$ cat config.mk
export PLATFORM = sky130hd
export DESIGN_NAME = ph_reg3_xfer_ctrl
export DESIGN_NICKNAME = d
export VERILOG_FILES = /design/src/rtl/ph_reg3_xfer_ctrl_pkg.sv /design/src/rtl/ph_reg3_xfer_ctrl_wdog.sv /design/src/rtl/ph_reg3_xfer_ctrl.sv
export SDC_FILE = /design/constraint.sdc
export NUM_CORES = 1
export LEC_CHECK = 0
export ABC_AREA = 1
export CAP_MARGIN = 20
export CORE_MARGIN = 1.5
export CORE_UTILIZATION = 43
export DETAILED_ROUTE_END_ITERATION = 6
export PLACE_DENSITY = 0.74
export SLEW_MARGIN = 10
export SYNTH_ARGS = -nofsm -noshare
export SYNTH_HDL_FRONTEND = slang
export SYNTH_SLANG_ARGS = --single-unit
$ cat constraint.sdc
create_clock -name h_phi2 -period 1.86 [get_ports h_phi2]
set_input_delay 0.372 -clock h_phi2 [delete_from_list [all_inputs] [get_ports h_phi2]]
set_output_delay 0.372 -clock h_phi2 [all_outputs]
set_load 0.05 [all_outputs]
$ cat src/rtl/ph_reg3_xfer_ctrl_pkg.sv
// Shared types and constants for the ph_reg3 FIFO-to-stream transfer controller.
// The watchdog constants are only consumed when PH_REG3_XFER_TIMEOUT_EN is defined.
package ph_xfer_pkg;

    typedef enum logic [2:0] {
        IDLE  = 3'd0,
        WAIT  = 3'd1,
        READ  = 3'd2,
        HOLD  = 3'd3,
        GUARD = 3'd4
    } xfer_state_t;

    localparam int         GUARD_CYC_DEF = 2;
    localparam int         WDOG_W        = 8;
    localparam logic [7:0] WDOG_LIMIT    = 8'd255;

    // Width of a down-counter that must hold GUARD_CYC-1.
    function automatic int guard_cnt_w(input int cyc);
        return (cyc > 1) ? $clog2(cyc) : 1;
    endfunction

endpackage

$ cat src/rtl/ph_reg3_xfer_ctrl_wdog.sv
// ph_xfer_wdog: counts consecutive enabled cycles and flags when the limit is reached.
// Instantiated by ph_reg3_xfer_ctrl only when PH_REG3_XFER_TIMEOUT_EN is defined.
module ph_xfer_wdog
    import ph_xfer_pkg::*;
(
    input  logic h_phi2,
    input  logic h_rst_b,
    input  logic clear,
    input  logic enable,
    output logic expired
);

    logic [WDOG_W-1:0] wait_cnt;

    always_ff @(posedge h_phi2 or negedge h_rst_b) begin
        if (!h_rst_b) begin
            wait_cnt <= '0;
        end else if (clear) begin
            wait_cnt <= '0;
        end else if (enable && (wait_cnt != WDOG_LIMIT)) begin
            wait_cnt <= wait_cnt + WDOG_W'(1);
        end
    end

    // Fires in the cycle whose increment brings the consecutive count to the limit.
    assign expired = enable && !clear && (wait_cnt == (WDOG_LIMIT - 8'd1));

endmodule

$ cat src/rtl/ph_reg3_xfer_ctrl.sv
// ph_reg3_xfer_ctrl: moves bytes from the host FIFO onto a ready/valid byte stream.
// Optional WAIT watchdog with sticky err: define PH_REG3_XFER_TIMEOUT_EN.
//
// state | meaning
// IDLE  | no transfer in progress; accepts start
// WAIT  | waiting for FIFO data (or the odd tail byte in two-byte mode)
// READ  | single-cycle FIFO strobe, byte captured into out_data
// HOLD  | byte offered on the stream until out_ready
// GUARD | settle time for the FIFO flag synchronisers
module ph_reg3_xfer_ctrl
    import ph_xfer_pkg::*;
#(
    parameter int CNT_W     = 16,
    parameter int GUARD_CYC = GUARD_CYC_DEF
) (
    input  logic             h_phi2,
    input  logic             h_rst_b,

    input  logic             start,
    input  logic [CNT_W-1:0] len,
    input  logic             one_byte_mode,
    input  logic             abort,

    input  logic             h_data_available,
    input  logic             h_zero_bytes_available,
    input  logic [7:0]       h_data,
    output logic             fifo_sel,
    output logic             fifo_rd,

    output logic [7:0]       out_data,
    output logic             out_valid,
    input  logic             out_ready,

    output logic             busy,
    output logic             done,
    output logic             err,
    output logic [CNT_W-1:0] remaining
);

    localparam int               GRD_W    = guard_cnt_w(GUARD_CYC);
    localparam logic [GRD_W-1:0] GRD_LOAD = (GUARD_CYC > 0) ? GRD_W'(GUARD_CYC - 1) : '0;

    xfer_state_t      state, state_n;
    logic [CNT_W-1:0] rem_n;
    logic             mode, mode_n;
    logic             pair, pair_n;
    logic [7:0]       data_n;
    logic             done_n;
    logic [GRD_W-1:0] grd_cnt, grd_n;
    logic             wdog_expired;
    logic             tail_ready;

    always_ff @(posedge h_phi2 or negedge h_rst_b) begin
        if (!h_rst_b) begin
            state     <= IDLE;
            remaining <= '0;
            mode      <= 1'b1;
            pair      <= 1'b0;
            out_data  <= 8'h00;
            done      <= 1'b0;
            grd_cnt   <= '0;
        end else begin
            state     <= state_n;
            remaining <= rem_n;
            mode      <= mode_n;
            pair      <= pair_n;
            out_data  <= data_n;
            done      <= done_n;
            grd_cnt   <= grd_n;
        end
    end

    // Two-byte mode with a single byte left: the zero-bytes flag is the only hint it has landed.
    assign tail_ready = !mode && (remaining == CNT_W'(1)) && !h_zero_bytes_available;

    always_comb begin
        state_n = state;
        rem_n   = remaining;
        mode_n  = mode;
        pair_n  = pair;
        data_n  = out_data;
        done_n  = 1'b0;
        grd_n   = grd_cnt;

        unique case (state)
            IDLE: begin
                if (start && !abort) begin
                    if (len == '0) begin
                        done_n = 1'b1;
                    end else begin
                        rem_n   = len;
                        mode_n  = one_byte_mode;
                        pair_n  = 1'b0;
                        state_n = WAIT;
                    end
                end
            end

            WAIT: begin
                if (abort) begin
                    state_n = IDLE;
                end else if (wdog_expired) begin
                    state_n = IDLE;
                end else if (h_data_available || tail_ready) begin
                    state_n = READ;
                end
            end

            READ: begin
                if (abort) begin
                    state_n = IDLE;
                end else begin
                    data_n  = h_data;
                    state_n = HOLD;
                end
            end

            HOLD: begin
                if (abort) begin
                    state_n = IDLE;
                end else if (out_ready) begin
                    rem_n  = (remaining != '0) ? (remaining - CNT_W'(1)) : '0;
                    pair_n = mode ? pair : ~pair;
                    if (rem_n == '0) begin
                        done_n  = 1'b1;
                        state_n = IDLE;
                    end else if (!mode && pair_n) begin
                        state_n = READ;
                    end else if (GUARD_CYC == 0) begin
                        state_n = WAIT;
                    end else begin
                        grd_n   = GRD_LOAD;
                        state_n = GUARD;
                    end
                end
            end

            GUARD: begin
                if (abort) begin
                    state_n = IDLE;
                end else if (grd_cnt == '0) begin
                    state_n = WAIT;
                end else begin
                    grd_n = grd_cnt - GRD_W'(1);
                end
            end

            default: begin
                state_n = IDLE;
            end
        endcase
    end

    assign fifo_rd   = (state == READ);
    assign fifo_sel  = (state == READ);
    assign out_valid = (state == HOLD);
    assign busy      = (state != IDLE);

`ifdef PH_REG3_XFER_TIMEOUT_EN
    logic wdog_en;
    logic wdog_clear;

    assign wdog_en    = (state == WAIT);
    assign wdog_clear = !wdog_en;

    ph_xfer_wdog u_wdog (
        .h_phi2  (h_phi2),
        .h_rst_b (h_rst_b),
        .clear   (wdog_clear),
        .enable  (wdog_en),
        .expired (wdog_expired)
    );

    // Sticky until the next accepted start.
    always_ff @(posedge h_phi2 or negedge h_rst_b) begin
        if (!h_rst_b) begin
            err <= 1'b0;
        end else if ((state == IDLE) && start && !abort) begin
            err <= 1'b0;
        end else if ((state == WAIT) && !abort && wdog_expired) begin
            err <= 1'b1;
        end
    end
`else
    assign wdog_expired = 1'b0;
    assign err          = 1'b0;
`endif

endmodule

==> impl_results.md, run 1 <==
* Non-Filler Instances at 535
* Final worst-path cycle share at 106.2%
* M1 GR Usage at 33.76%
* Post-Syn Area at 2160 sq um
* Setup Skew at between 8 and 9 ps
* Simple-gate area share of the yosys netlist at between 30 and 40%
* Placed cell area at 3373 sq um
* ANT nets after route at 0
* Setup crit end kind: flop
* Layout Nets at 502
* P_leak at between 1.5 and 2 nW
* DRC viols at 0
* H-tree Lvls at 2
* Yosys warnings at 0
* PwrDens at 1899 nW/um^2
* Largest family of logic cells by synthesized area: simple AND/OR/NAND/NOR gates
* Top delay family on crit path: simple AND/OR/NAND/NOR gates
* DR vias/cell at 5.189
* CP Buf/Inv Count at 2
* Cell variety after synth at 31
* Worst path cell trace: inv_2, ha_4, nand3_4, nor2_4, nand2_4, clkbuf_16, nand2_8, nand3_2, nor2_1, nand2_1, nor2_1, nand2_2, nand2_1, nand2_1, nand2_1, nand2_1
* Critical setup path kind: flop to flop
* Vias at 2776
* Core ar. at 4786 sq um
* Total gr overflow at 0
* Max-cap viol count at 0
* Initial antenna violation count at 0
* CTS Root Cell: clkbuf_8
* Outcome: finished with violations
* # port buffers at 60
* DRT iter0 DRCs at 227
* Synth Instances at roughly 330
* Cell with the most instances after synthesis: nand2_1
* Core Rows at 25
* Area Growth Syn to Fin at 71.44%
* Pins Over Slew Limit at 0
* Die W at 73.87 um
* Top_reg_cell synth: dfrtp_1
* Failing checks: negative setup slack
* Compound-Gate Fraction of Synth Area at 12.22%
* Worst Hold Slack at 472.3 ps
* Gpl congestion at slightly above 0.9
* Worst Setup Start Kind: flop
* Setup TNS at -285.8 ps
* Pin count of the biggest net entering global routing at 32
* CTS tree: yes
* DRT Pass-1 Iters at 5
* Maximum clock frequency at ~0.5 GHz
* Synthesized flop and latch total at 31
* Avg WL per Cell at 13.82 um
* Die Area at 5456 sq um
* WP data arrival at 2150 ps
* Final Worst Setup Slack at -115.9 ps
* Synth Net Count at 362
* Most frequent cells after synthesis: nand2_1, nor2_1, inv_1
* CTS Buffer Depth at 2
* CTS Sinks at 31
* Worst min path class: flop to flop
* Design area at 3702 sq um
* Highest ir drop seen on vdd at about 1200 uV
* Critical path required time at 2040 ps
* Post-Route WL at 7396 um
* Slowest stage delay, CP at 410 ps
* Endpoints failing setup at 4
* DP Worst Slack at -349.9 ps
* Fillcell total at 343
* Number of synthesized flops with an enable pin at 0
* PnR Total Power at 7.030 mW
* Reg clk slew, reported paths at 70 ps
* Placed insts at 521
* Vias in the first global route at 2469
* Synth area leaders: dfrtp_1, nand2_1, nor2_1, inv_1, nand3_1
* Fin. Hold Viols at 0
* CP max stage cell: dfrtp_2
* Worst-path maximum fanout at 5
* Share of layout cells above drive strength 1 at 38.03%
* Yosys top cell area share at a little over a third
* Minimum clock period after layout at 1976 ps
* Final core utilization at 77.36%
* Post-synthesis sequential area ratio at 35.98%
* Num CTS Buffers at 5
* Cell taking the most area after synthesis: dfrtp_1
* Global routing's busiest layer: met2
* Top cell by count, worst path: nand2_1
* Post-Synth XOR/XNOR Area at 0.4056%
* Post-synthesis adder-cell area fraction at 1.738%
* Async S/R FF share, synth at 100.0%
* Skew-Pair Late Insertion Delay at roughly 290 ps
* Boundary Pins at 62
* DP Wirelength at roughly 5200 um
* Die height at 73.87 um
* Hold_buf cts at 0
* First-pass GRT wire length at roughly 11000 um
* RSZ-0062 raised after global routing: yes
* Mux contribution to synthesized area at 0%
* Initial core utilization at 45.12%
* Diodes inserted at 0
* Met3 usage at under 10%
* Grt met2 use at between 40% and 50%
* Total track usage at 25.96%
* Avg Inst Size Synth at 6.604 sq um
==> cell families after synthesis <==
kind of cell    Yosys count
other cells               1
xor+xnor                  1
simple gates            197
compound gates           44
fa+ha+maj                 3
buf+inv                  50
flops                    31
==> power breakdown <==
group / switching [mW] / internal, mW
sequential: 0.241 / 1.02
clock: 0.269 / 0.433
combinational: 3.10 / 1.97
==> cell type report <==
type                       instances  area (sq um)  share of cell area (%)
clock buffer                       6         82.58                   2.230
clock inverter                     2         35.03                  0.9463
inverter                          41         165.2                   4.461
multi-input combinational        246          1320                   35.65
sequential                        31         788.3                   21.29
tap                               67         83.83                   2.264
timing repair buffer             142          1227                   33.15
==> cells in the final DEF (no fill, tap or decap), types with 2 or more instances in the layout <==
cell             instances
a21oi_1                  5
buf_12                   4
buf_4                  102
buf_6                    3
clkbuf_8                 6
clkdlybuf4s50_1         31
dfrtp_1                 21
dfrtp_2                  9
ha_1                     2
inv_1                   32
inv_2                    6
nand2_1                 98
nand2_2                  9
nand2_4                  2
nand3_1                 19
nand3_2                  7
nand3b_1                 2
nand4_1                  6
nor2_1                  33
nor2_2                   9
nor2_4                   5
nor4_2                   2
o211ai_1                11
o21ai_0                  5
o21ai_1                 14
o21ai_2                  3
o22ai_1                  2
o31ai_1                  3
==> state kept, by name, summed over array words and instances (netlist names) <==
register	flops
out_data	8
remaining	16
done	1
grd_cnt	1
pair	1
mode	1
state	3
==> per-layer routing <==
metal,routed length (um),up-vias
met5,0,-
met2,3661,155
met4,205,0
li1,-,1337
met3,569,26
met1,2960,1258
==> what timing repair did <==
action,in CTS,in global routing
pin swaps,3,4
gates cloned,0,2
hold endpoints to repair,0,0
setup endpoints to repair,17,24
resized for setup,15,27
buffers inserted,3,1
==> path summary, 6_finish.rpt <==
| check | start | endpoint | slack, ps | cells past startpoint |
|---|---|---|---|---|
| max | remaining[1]$_DFFE_PN0P_ | state[1]$_DFFE_PN0P_ | -120 | 16 |
| min | out_data[2]$_DFFE_PN0P_ | out_data[2]$_DFFE_PN0P_ | 470 | 2 |
| max reg2reg | remaining[1]$_DFFE_PN0P_ | state[1]$_DFFE_PN0P_ | -120 | 16 |
| min reg2reg | out_data[2]$_DFFE_PN0P_ | out_data[2]$_DFFE_PN0P_ | 470 | 2 |
| max in group asynchronous | h_rst_b | mode$_DFFE_PN1P_ | 1020 | 2 |
| min in group asynchronous | h_rst_b | remaining[5]$_DFFE_PN0P_ | 480 | 2 |
==> tightest hold or removal path, cell delays in order, from the launching register on <==
cell and delay [ps]:
dfrtp_1 350, nand2_1 50, nand2_1 40
(Power assumes the default switching activity.)
==> run 2, diff against run 1 <==
--- a/config.mk
+++ b/config.mk
@@ -8,9 +8,9 @@
 export ABC_AREA = 1
 export CAP_MARGIN = 20
 export CORE_MARGIN = 1.5
-export CORE_UTILIZATION = 43
+export CORE_UTILIZATION = 48
 export DETAILED_ROUTE_END_ITERATION = 6
-export PLACE_DENSITY = 0.74
+export PLACE_DENSITY = 0.79
 export SLEW_MARGIN = 10
 export SYNTH_ARGS = -nofsm -noshare
 export SYNTH_HDL_FRONTEND = slang
==> constraint.sdc (replaced) <==
create_clock -name h_phi2 -period 2.1 [get_ports h_phi2]
set_input_delay 0.42 -clock h_phi2 [delete_from_list [all_inputs] [get_ports h_phi2]]
set_output_delay 0.42 -clock h_phi2 [all_outputs]
set_load 0.05 [all_outputs]
==> impl_results.md, run 2 (same netlist as run 1, synthesis figures left out) <==
* Outcome: complete, no violations (was finished with violations)
* Worst Hold Slack at 475.4 ps (was 472.3 ps)
* Fin. Hold Viols at 0 (unchanged)
* Minimum clock period after layout at 2054 ps
* Worst r2r src: remaining[0]$_DFFE_PN0P_ (was remaining[1]$_DFFE_PN0P_)
* Post-Route WL at 6644 um (was 7396 um)
* Highest ir drop seen on vdd at 1084 uV (was 1221 uV)
* Number of flip-flops in the largest register at 16 (unchanged)
* CTS Buffer Depth at 2 (unchanged)
* Maximum clock frequency at 0.4870 GHz
* Share of layout cells above drive strength 1 at 20.65% (was 38.03%)
* Final core utilization at 75.34% (was 77.36%)
* CP max stage cell: clkdlybuf4s50_1 (was dfrtp_2)
* Diodes inserted at 0 (unchanged)
* Die Area at 4911 sq um (was 5456 sq um)
* Worst-path maximum fanout at 5 (unchanged)
* Biggest regs: remaining x16, out_data x8, state x3 (unchanged)
* Endpoints failing setup at 0 (was 4)
* Boundary Pins at 62 (unchanged)
* Area Growth Syn to Fin at 51.91% (was 71.44%)
* Min-delay src: out_data[1]$_DFFE_PN0P_ (was out_data[2]$_DFFE_PN0P_)
* Pins Over Slew Limit at 0 (unchanged)
* Max-cap viol count at 0 (unchanged)
* Worst min path class: flop to flop (unchanged)
* Die height at 70.08 um (was 73.87 um)
* DP Worst Slack at -167.2 ps (was -349.9 ps)
* DRT Pass-1 Iters at 5 (unchanged)
* Core Rows at 24 (was 25)
* Core ar. at 4354 sq um (was 4786 sq um)
* DP Wirelength at 4994 um (was 5214 um)
* Setup Skew at 2.613 ps (was 8.541 ps)
* CP Buf/Inv Count at 1 (was 2)
* Worst hold path depth at 2 (unchanged)
* Initial antenna violation count at 0 (unchanged)
* Worst path cell trace: clkdlybuf4s50_1 (was inv_2, ha_4, nand3_4, nor2_4, nand2_4, clkbuf_16, nand2_8, nand3_2, nor2_1, nand2_1, nor2_1, nand2_2, nand2_1, nand2_1, nand2_1, nand2_1)
* Most flops, register: remaining (unchanged)
* Worst slew margin at 65.54%
* Internal reg-to-reg setup slack at 130 ps (was -120 ps)
* RSZ-0062 raised after global routing: yes (unchanged)
* # port buffers at 60 (unchanged)
* CTS Root Cell: clkbuf_8 (unchanged)
* CTS tree: yes (unchanged)
* Pin count of the biggest net entering global routing at 32 (unchanged)
* Num CTS Buffers at 5 (unchanged)
* Non-Filler Instances at 483 (was 535)
* DRC viols at 0 (unchanged)
* Gpl congestion at 0.9292 (was 0.9109)
* Total gr overflow at 0 (unchanged)
* Layout Nets at 465 (was 502)
* Routed wl met2 at 3351 um (was 3661 um)
* Most common cell after layout, fill and taps aside: nand2_1 (was buf_4)
* H-tree Lvls at 2 (unchanged)
* Top routing layer used: met4 (unchanged)
* Routed met1 length at 2739 um (was 2960 um)
* Setup crit end kind: primary output (was flop)
* Total track usage at 28.20% (was 25.96%)
* Hold_buf cts at 0 (unchanged)
* CTS Sinks at 31 (unchanged)
* PwrDens at 1709 nW/um^2 (was 1899 nW/um^2)
* Die W at 70.08 um (was 73.87 um)
* P_leak at 1.555 nW (was 1.829 nW)
* Final Worst Setup Slack at 46.44 ps (was -115.9 ps)
* Top delay family on crit path: buffers and inverters (was simple AND/OR/NAND/NOR gates)
* Initial core utilization at 49.60% (was 45.12%)
* First-pass GRT wire length at 10940 um (was 10800 um)
* WP data arrival at 1630 ps (was 2150 ps)
* Most frequent cells in the layout: nand2_1, clkdlybuf4s50_1, buf_4, nor2_1, inv_1 (was buf_4, nand2_1, nor2_1, inv_1, clkdlybuf4s50_1)
* ANT nets after route at 0 (unchanged)
* Placed insts at 474 (was 521)
* Final worst-path cycle share at 97.79%
* Vias at 2583 (was 2776)
* Worst Hold End: out_data[1]$_DFFE_PN0P_ (was out_data[2]$_DFFE_PN0P_)
* Fillcell total at 368 (was 343)
* Slew @ Worst Pin at 515.2 ps
* DR vias/cell at 5.348 (was 5.189)
* Skew-Pair Late Insertion Delay at 280 ps (was 290 ps)
* DRT iter0 DRCs at 289 (was 227)
* Met3 routed WL at 424 um (was 569 um)
* Critical path required time at 1680 ps (was 2040 ps)
* R2R depth at 16 (unchanged)
* Critical setup path kind: flop to primary output (was flop to flop)
* Vias in the first global route at 2393 (was 2469)
* Worst Setup Start Kind: flop (unchanged)
* Reg clk slew, reported paths at 60 ps (was 70 ps)
* PnR Total Power at 5.606 mW (was 7.030 mW)
* R2R Path End: state[1]$_DFFE_PN0P_ (unchanged)
* Slowest stage delay, CP at 860 ps (was 410 ps)
* Avg WL per Cell at 13.76 um (was 13.82 um)
[run 2: cell count changes in the layout (fill, tap and decap cells not counted), sizes merged]
cell,previous run,this run
buf,109,49
clkdlybuf4s50,31,56
clkinv,1,0
dlymetal6s2s,1,0
[run 2: what timing repair did]
| action | 4_1_cts | 5_1_grt |
|---|---|---|
| gates resized for setup | 0 | 16 |
| hold endpoints to repair | 0 | 0 |
| setup buffers | 0 | 1 |
| setup endpoints to repair | 0 | 18 |
[run 2: layer usage]
metal | up-vias | GRT usage (%)
li1 | 1260 | -
met3 | 14 | 5.195
met1 | 1200 | 36.44
met4 | 0 | 9.188
met5 | - | 0
met2 | 109 | 47.72
[run 2: worst max-delay path by stage]
stage | startpoint | endpoint | slack, ps | cells past startpoint
global placement | len[8] | remaining[12]$_DFFE_PN0P_ | -130 | 10
floorplan | remaining[0]$_DFFE_PN0P_ | state[1]$_DFFE_PN0P_ | 20 | 16
global route | remaining[1]$_DFFE_PN0P_ | state[1]$_DFFE_PN0P_ | -50 | 16
CTS | remaining[5]$_DFFE_PN0P_ | remaining[5] | 50 | 2
finish | remaining[2]$_DFFE_PN0P_ | remaining[2] | 50 | 1
detailed placement | len[8] | remaining[0]$_DFFE_PN0P_ | -170 | 10
[run 2: stage by stage]
stage / TNS (ps) / instance area, sq um
5_1_grt: -54.43 / 3281
2_1_floorplan: 0 / 2162
4_1_cts: 0 / 3212
3_5_place_dp: -1933 / 3105
3_3_place_gp: -1696 / 3105
6_report: 0 / 3281
[run 2: where the power goes]
group	leakage [nW]	switching (mW)	total, mW	internal, mW
registers	0.383	0.218	1.11	0.891
logic	1.12	2.49	3.91	1.42
clock network	0.0524	0.232	0.587	0.355
total	1.56	2.94	5.61	2.66
[run 2: layout make-up]
cell class / count / area [sq um] / area share [%]
flip-flops and latches: 31 / 779.5 / 23.76
inverters: 41 / 160.2 / 4.882
repair buffers: 105 / 944.7 / 28.79
clock inverters: 1 / 30.03 / 0.9153
well taps: 52 / 65.06 / 1.983
clock buffers: 7 / 76.32 / 2.326
multi-input cells: 246 / 1225 / 37.34
